[src/rtl/hazard_ctrl.sv]
// ---------------------------------------------------------------------------
// hazard_ctrl
//
// Hazard and forwarding controller for a 5-stage F/D/E/M/W pipeline.
// It keeps shadow copies of the hazard-relevant fields of the instructions in
// E, M and W. From these it drives the stall, flush and ALU-operand forwarding
// selects at the Decode/Execute boundary.
// Two saturating counters record load-use stall cycles and taken-branch
// flushes for performance debug.
//
// Ports:
//   clk, rst        clock (rising edge) / asynchronous active-high reset
//   validD          Decode holds a real instruction
//   rs1D, rs2D, rdD register indices of the instruction in Decode
//   regwriteD       instruction in Decode writes the register file
//   resultsrcD      instruction in Decode is a load
//   pcsrcE          taken branch/jump resolved in Execute this cycle
//   clr_cnt         synchronous clear of both counters
//   stallF, stallD  hold PC / hold F/D register
//   flushD, flushE  clear F/D register / clear D/E register (bubble)
//   forwardAE/BE    operand select: 00 RD1E/RD2E, 10 ALU result M, 01 resultW
//   stall_cnt       load-use stall cycles since reset/clear (saturating)
//   flush_cnt       taken-branch flushes since reset/clear (saturating)
// ---------------------------------------------------------------------------
module hazard_ctrl #(
    parameter int CNT_W  = 16,
    parameter int NREG_W = 5
) (
    input  logic              clk,
    input  logic              rst,
    input  logic              validD,
    input  logic [NREG_W-1:0] rs1D,
    input  logic [NREG_W-1:0] rs2D,
    input  logic [NREG_W-1:0] rdD,
    input  logic              regwriteD,
    input  logic              resultsrcD,
    input  logic              pcsrcE,
    input  logic              clr_cnt,
    output logic              stallF,
    output logic              stallD,
    output logic              flushD,
    output logic              flushE,
    output logic [1:0]        forwardAE,
    output logic [1:0]        forwardBE,
    output logic [CNT_W-1:0]  stall_cnt,
    output logic [CNT_W-1:0]  flush_cnt
);

    localparam logic [NREG_W-1:0] REG_ZERO = {NREG_W{1'b0}};
    localparam logic [CNT_W-1:0]  CNT_ZERO = {CNT_W{1'b0}};
    localparam logic [CNT_W-1:0]  CNT_MAX  = {CNT_W{1'b1}};
    localparam logic [CNT_W-1:0]  CNT_ONE  = {{(CNT_W-1){1'b0}}, 1'b1};

    // Shadow E stage
    logic              valid_e_r;
    logic [NREG_W-1:0] rs1_e_r;
    logic [NREG_W-1:0] rs2_e_r;
    logic [NREG_W-1:0] rd_e_r;
    logic              regwrite_e_r;
    logic              load_e_r;
    // Shadow M and W stages: only the write-back target matters for forwarding
    logic [NREG_W-1:0] rd_m_r;
    logic              regwrite_m_r;
    logic [NREG_W-1:0] rd_w_r;
    logic              regwrite_w_r;

    logic              lwstall_s;
    logic              stall_s;
    logic              flush_e_s;
    logic [1:0]        fwd_a_s;
    logic [1:0]        fwd_b_s;

    logic [CNT_W-1:0]  stall_cnt_r;
    logic [CNT_W-1:0]  flush_cnt_r;

    // Forward select for one operand; M (younger) wins over W, x0 never forwards.
    function automatic logic [1:0] fwd_sel(
        input logic [NREG_W-1:0] rs,
        input logic [NREG_W-1:0] rd_m,
        input logic              wr_m,
        input logic [NREG_W-1:0] rd_w,
        input logic              wr_w
    );
        logic [1:0] sel;
        if (wr_m && (rd_m != REG_ZERO) && (rd_m == rs)) begin
            sel = 2'b10;
        end else if (wr_w && (rd_w != REG_ZERO) && (rd_w == rs)) begin
            sel = 2'b01;
        end else begin
            sel = 2'b00;
        end
        return sel;
    endfunction

    // Hazard detection and forwarding selects
    always_comb begin
        lwstall_s = 1'b0;
        stall_s   = 1'b0;
        flush_e_s = 1'b0;
        fwd_a_s   = 2'b00;
        fwd_b_s   = 2'b00;

        if (validD && valid_e_r && load_e_r && (rd_e_r != REG_ZERO) &&
            ((rd_e_r == rs1D) || (rd_e_r == rs2D))) begin
            lwstall_s = 1'b1;
        end else begin
            lwstall_s = 1'b0;
        end

        // A taken branch squashes the stalled consumer anyway, so fetch must
        // be free to redirect instead of holding.
        stall_s   = lwstall_s & ~pcsrcE;
        flush_e_s = lwstall_s | pcsrcE;

        fwd_a_s = fwd_sel(rs1_e_r, rd_m_r, regwrite_m_r, rd_w_r, regwrite_w_r);
        fwd_b_s = fwd_sel(rs2_e_r, rd_m_r, regwrite_m_r, rd_w_r, regwrite_w_r);
    end

    assign stallF    = stall_s;
    assign stallD    = stall_s;
    assign flushD    = pcsrcE;
    assign flushE    = flush_e_s;
    assign forwardAE = fwd_a_s;
    assign forwardBE = fwd_b_s;
    assign stall_cnt = stall_cnt_r;
    assign flush_cnt = flush_cnt_r;

    // Shadow E stage: capture Decode fields, or a bubble when E is flushed
    always_ff @(posedge clk or posedge rst) begin
        if (rst) begin
            valid_e_r    <= 1'b0;
            rs1_e_r      <= REG_ZERO;
            rs2_e_r      <= REG_ZERO;
            rd_e_r       <= REG_ZERO;
            regwrite_e_r <= 1'b0;
            load_e_r     <= 1'b0;
        end else if (flush_e_s) begin
            valid_e_r    <= 1'b0;
            rs1_e_r      <= REG_ZERO;
            rs2_e_r      <= REG_ZERO;
            rd_e_r       <= REG_ZERO;
            regwrite_e_r <= 1'b0;
            load_e_r     <= 1'b0;
        end else begin
            valid_e_r    <= validD;
            rs1_e_r      <= rs1D;
            rs2_e_r      <= rs2D;
            rd_e_r       <= rdD;
            regwrite_e_r <= regwriteD & validD;
            load_e_r     <= resultsrcD & validD;
        end
    end

    // Shadow M and W stages: advance every cycle, they never stall
    always_ff @(posedge clk or posedge rst) begin
        if (rst) begin
            rd_m_r       <= REG_ZERO;
            regwrite_m_r <= 1'b0;
            rd_w_r       <= REG_ZERO;
            regwrite_w_r <= 1'b0;
        end else begin
            rd_m_r       <= rd_e_r;
            regwrite_m_r <= regwrite_e_r;
            rd_w_r       <= rd_m_r;
            regwrite_w_r <= regwrite_m_r;
        end
    end

    // Load-use stall counter: clear wins, saturates at all-ones
    always_ff @(posedge clk or posedge rst) begin
        if (rst) begin
            stall_cnt_r <= CNT_ZERO;
        end else if (clr_cnt) begin
            stall_cnt_r <= CNT_ZERO;
        end else if (stall_s && (stall_cnt_r != CNT_MAX)) begin
            stall_cnt_r <= stall_cnt_r + CNT_ONE;
        end else begin
            stall_cnt_r <= stall_cnt_r;
        end
    end

    // Taken-branch flush counter: clear wins, saturates at all-ones
    always_ff @(posedge clk or posedge rst) begin
        if (rst) begin
            flush_cnt_r <= CNT_ZERO;
        end else if (clr_cnt) begin
            flush_cnt_r <= CNT_ZERO;
        end else if (pcsrcE && (flush_cnt_r != CNT_MAX)) begin
            flush_cnt_r <= flush_cnt_r + CNT_ONE;
        end else begin
            flush_cnt_r <= flush_cnt_r;
        end
    end

endmodule
[config.mk]
export PLATFORM = sky130hd
export DESIGN_NAME = hazard_ctrl
export DESIGN_NICKNAME = d
export VERILOG_FILES = /design/src/rtl/hazard_ctrl.sv
export SDC_FILE = /design/constraint.sdc
export NUM_CORES = 1
export LEC_CHECK = 0
export ABC_AREA = 1
export CORE_MARGIN = 1
export CORE_UTILIZATION = 55
export DETAILED_ROUTE_END_ITERATION = 7
export PLACE_DENSITY = 0.88
export RECOVER_POWER = 50
export SLEW_MARGIN = 15
export SYNTH_ARGS = -nofsm -noshare
export SYNTH_HDL_FRONTEND = slang
export SYNTH_SLANG_ARGS = --single-unit
[constraint.sdc]
create_clock -name clk -period 3.8 [get_ports clk]
set_clock_uncertainty 0.2 [all_clocks]
set_input_delay 0.76 -clock clk [delete_from_list [all_inputs] [get_ports clk]]
set_output_delay 0.76 -clock clk [all_outputs]
set_load 0.05 [all_outputs]
**Word-level counts from Yosys, hierarchy flattened**

Index checks and enable logic that the tools add are counted.

- Register bits after elaboration: 62

- $add $sub $neg: 2
- Bitwise operators: 5
- Eq/ne operators: 8
- Reductions and logical operators: 18
- Muxes and demuxes: 15

Operators by type and width:

| operator | count |
|---|---|
| 16-bit two-way mux | 4 |
| 16-bit by 1-bit adder with 16-bit output (second input constant) | 2 |
| 16-bit inequality test (second input constant) | 2 |
| 5-bit equality test | 6 |
| 5-bit two-way mux | 3 |
| 5-bit nonzero test | 3 |
| 1-bit logical AND | 12 |
| 1-bit two-way mux | 6 |
| 2-bit two-way mux | 2 |
| 2-bit nonzero test | 2 |
| 1-bit bitwise AND | 3 |
| 1-bit logical OR | 1 |
| 1-bit NOT | 1 |
| 1-bit bitwise OR | 1 |

**Depth between registers and ports, before layout**

- Depth after elaboration: 9
- Gate-level depth with buffers: 11
- Mapped depth without buffers: 11

**Worst setup path after synthesis**

No wires, ideal clock.

- Path type: reg-to-output
- From: reg rd_m_r[3]
- To: out forwardAE[0]
- Setup slack: -47 ps
- Required time: 2840 ps
- Stages on the path, launching flop included: 4
- Arrival: 2887 ps
- Cell sequence: dfrtp_1 > xor2_1 > nor4_1 > nor3_1

- Word-level cells in the longest chain between the ends: 4
- Elaborated cells on any way between the ends: 5

RTL lines:

| element | line | RTL |
|---|---|---|
| start: declaration | 62 | `logic [NREG_W-1:0] rd_m_r;` |
| start signal: assignment | 162 | `rd_m_r <= rd_e_r;` |
| 5-bit nonzero test | 85 | `if (wr_m && (rd_m != REG_ZERO) && (rd_m == rs)) begin` |
| 1-bit logical AND | 85 |  |
| 1-bit logical AND * | 85 |  |
| 2-bit two-way mux * | 85 |  |
| end: declaration | 43 | `output logic [1:0] forwardAE,` |

Mark *: on every way between the ends. The rest lies on a longest branch, timed or not.

**Final worst setup path**

- From: in rs2D[2]
- To: out stallF

- Word-level cells in the longest chain between the ends: 5

RTL lines:

| element | line | RTL |
|---|---|---|
| start: declaration | 33 | `input logic [NREG_W-1:0] rs2D,` |
| 5-bit equality test | 104 | `((rd_e_r == rs1D) \|\| (rd_e_r == rs2D))) begin` |
| 1-bit logical OR | 104 |  |
| 1-bit logical AND | 103 | `if (validD && valid_e_r && load_e_r && (rd_e_r != REG_ZERO) &&` |
| 1-bit two-way mux | 103 |  |
| 1-bit bitwise AND | 112 | `stall_s = lwstall_s & ~pcsrcE;` |
| end: declaration | 39 | `output logic stallF,` |

No other way between the ends.

==> reports/qor_table.md <==
| Quantity | Value | Unit |
|:---|:---|:---|
| Run status | completed | - |
| GR Layer Usage met1 | 0.304 | - |
| Req. time, crit path | 2.84 | ns |
| HP Class | flop to flop | - |
| Worst Setup Start Kind | input port | - |
| Crit Reg-Reg Startpoint | flush_cnt[0] | - |
| Number of cell rows | 28 | - |
| Portion of the post-synthesis area used by sequential elements | 0.462 | - |
| Element type at the critical path end | primary output | - |
| Final global-route overflow total | 0 | - |
| Core Footprint | 0.00589 | mm^2 |
| Worst rel slew slack | 0.0139 | - |
| Leading cell types in the layout, fill and taps excluded | nand2_1, nor2_1, dfrtp_1 | - |
| Count of port buffers added during placement | 61 | - |
| Power density normalized to cell area | 361 | mW/mm^2 |
| Number of antenna-violating nets in the routed design | 0 | - |
| Number of instances resized during post-cts repair | 0 | - |
| Flop and latch count out of synthesis | 62 | - |
| Worst Hold Depth | 0 | - |
| DPL Wire Length | 5320 | um |
| Setup bufs post-CTS | 0 | - |
| Avg Vias per Cell | 5.13 | - |
| # setup viols final | 0 | - |
| DRC marker count from the first detailed-route iteration | 182 | - |
| CTS tree | built | - |
| Share of layout cells above drive strength 1 | 0.0624 | - |
| Worst-case vdd ir drop | 251 | uV |
| All-Layer GR Usage | 0.259 | - |
| Count of placed standard cells including taps | 557 | - |
| Clock insertion delay at the later pin of the skew report | 0.34 | ns |
| Met3 Track Usage GR | 0.0591 | - |
| Setup tns final | 0 | ns |
| Post-Route Hold Slack | 0.151 | ns |
| Number of different library cells in the post-synthesis netlist | 28 | - |
| Mapped Area | 0.00336 | mm^2 |
| Unrepaired setup endpoints after global routing | no | - |
| Setup WS post-layout | 0.422 | ns |
| Wire length of the first global-routing pass | 12,500 | um |
| Sum of routed wire length over all layers | 7480 | um |
| Classification of the worst setup path | input port to primary output | - |
| Data arrival time of the critical path | 2.42 | ns |
| Layout Cells excl Fill | 572 | - |
| Number of buffers on the longest clock path | 2 | - |
| Hold Crit Start | regwrite_e_r | - |
| Overall power consumption | 1.54 | mW |
| Pin slew with the least headroom to its limit | 1.48 | ns |
| Max-slew violation total from the final report | 0 | - |
| Fmax | 296 | MHz |
| Layout overhead on the synthesized area | 27.4 | % |
| Avg Synthesized Cell Area | 7.82 | um^2 |
| Remaining DRCs | 0 | - |
| Busiest layer in global routing | met2 | - |
| Utilization after layout | 0.726 | - |
| Initial core utilization | 0.570 | - |
| Hold path endpoint | regwrite_m_r | - |
| Die footprint | 0.00642 | mm^2 |
| Reg2Reg Depth | 9 | - |
| Die width | 80.1 | um |
| Clock edge transition at the registers on the reported setup and hold paths | 0.06 | ns |
| Number of instances in the synthesized netlist | 429 | - |
| Endpoint of the most critical register-to-register path | flush_cnt[6] | - |
| Post-layout min period | 3.38 | ns |
| 1st-pass router iterations | 4 | - |
| Maximum number of pins on one net before global-route repair | 63 | - |
| Area of placed instances | 0.00406 | mm^2 |
| Final-stage net count | 517 | - |
| Vias after detailed routing | 2,935 | - |
| Vias in the first global route | 2,862 | - |
| Post-placement worst setup slack | 0.474 | ns |
| Most common cell after layout, fill and taps aside | nand2_1 | - |
| CTS H-tree depth | 3 | - |
| Synthesized netlist net count | 453 | - |
| CTS root buf | clkbuf_8 | - |
| Cts bufs inserted | 9 | - |
| Number of synthesis warnings | 0 | - |
| Number of hold-slack violations in the final timing report | 0 | - |
| Final estimated routing congestion in global placement | 0.884 | - |
| Reg-to-reg setup timing slack | 1.32 | ns |
| Static leakage | 1.99 | nW |
| Met2 usage | 0.442 | - |
| Max cap viols | 0 | - |
| Ports placed on the boundary | 62 | - |
| Crit Path Max Fanout | 2 | - |
| Vertical die dimension | 80.1 | um |
| Post-layout instance area | 0.00427 | mm^2 |
| Clock sink count | 62 | - |
| Count of fill cells added during filler insertion | 452 | - |
| Crit share post-route | 0.889 | - |
| Cts hold-fix bufs | 0 | - |
| ANT cells | 0 | - |
| Routed wire per std cell | 13.1 | um |
| Antenna violations before repair | 0 | - |
## kinds of logic after synthesis
group | synth area share
AO/OA/AOI/OAI | 0.0350
flip-flops | 0.462
buffers and inverters | 0.0761
AND/OR/NAND/NOR | 0.317
adder cells (fa/ha/maj) | 0.00746
XOR/XNOR | 0.102
## cell usage after synthesis (all sizes together)
cell type | number | area, um^2
a21oi | 2 | 10.0
buf | 8 | 56.3
clkbuf | 4 | 15.0
clkinv | 1 | 3.75
dfrtp | 62 | 1550
ha | 2 | 25.0
inv | 48 | 180
nand2 | 108 | 420
nand3 | 41 | 215
nand4 | 5 | 46.3
nor2 | 68 | 263
nor3 | 17 | 85.1
nor3b | 3 | 22.5
nor4 | 2 | 12.5
o21ai | 14 | 70.1
o21bai | 2 | 15.0
o31ai | 3 | 22.5
xnor2 | 18 | 158
xor2 | 21 | 184
## power breakdown
part           switching [mW]  internal (mW)  leakage, nW
Sequential             0.0271          0.684        0.831
Combinational           0.112         0.0725         1.05
Clock                   0.250          0.399        0.115
Total                   0.389           1.16         1.99
## sequential cells by signal (all words and copies together), names as in the netlist
register,cells
flush_cnt,16
load_e_r,1
rd_e_r,5
rd_m_r,5
rd_w_r,5
regwrite_e_r,1
regwrite_m_r,1
regwrite_w_r,1
rs1_e_r,5
rs2_e_r,5
stall_cnt,16
valid_e_r,1
## metal layers
metal,up-vias,part of all wire
li1,1468,-
met1,1379,0.43
met2,76,0.50
met3,12,0.048
met4,0,0.020
met5,-,0
## area by class of cell
class / count / area (um^2) / share of cell area
inverters: 49 / 184 / 0.0430
clock buffers: 11 / 151 / 0.0354
multi-input cells: 306 / 1560 / 0.365
well taps: 75 / 93.8 / 0.0220
clock inverters: 4 / 70.1 / 0.0164
flip-flops and latches: 62 / 1550 / 0.363
repair buffers: 65 / 664 / 0.155
## critical path, stage by stage
cell           delay (ns)
dlygate4sd3_1        0.58
inv_1                0.07
nand2_1              0.06
nand2_1              0.06
nor2_1               0.08
nand3_1              0.08
nand2_1              0.14
nand2_1              0.09
nor2_1               0.30
buf_12               0.19
## worst max path at each step
stage,startpoint,endpoint,slack [ns]
2_1_floorplan,rs2D[4],stallF,0.59
3_3_place_gp,rs1D[2],stallD,0.53
3_5_place_dp,rs2D[2],stallD,0.47
4_1_cts,rs2D[2],stallD,0.47
5_1_grt,rs2D[2],stallD,0.26
6_report,rs2D[2],stallF,0.42
Power figures use the tool's default switching activity.
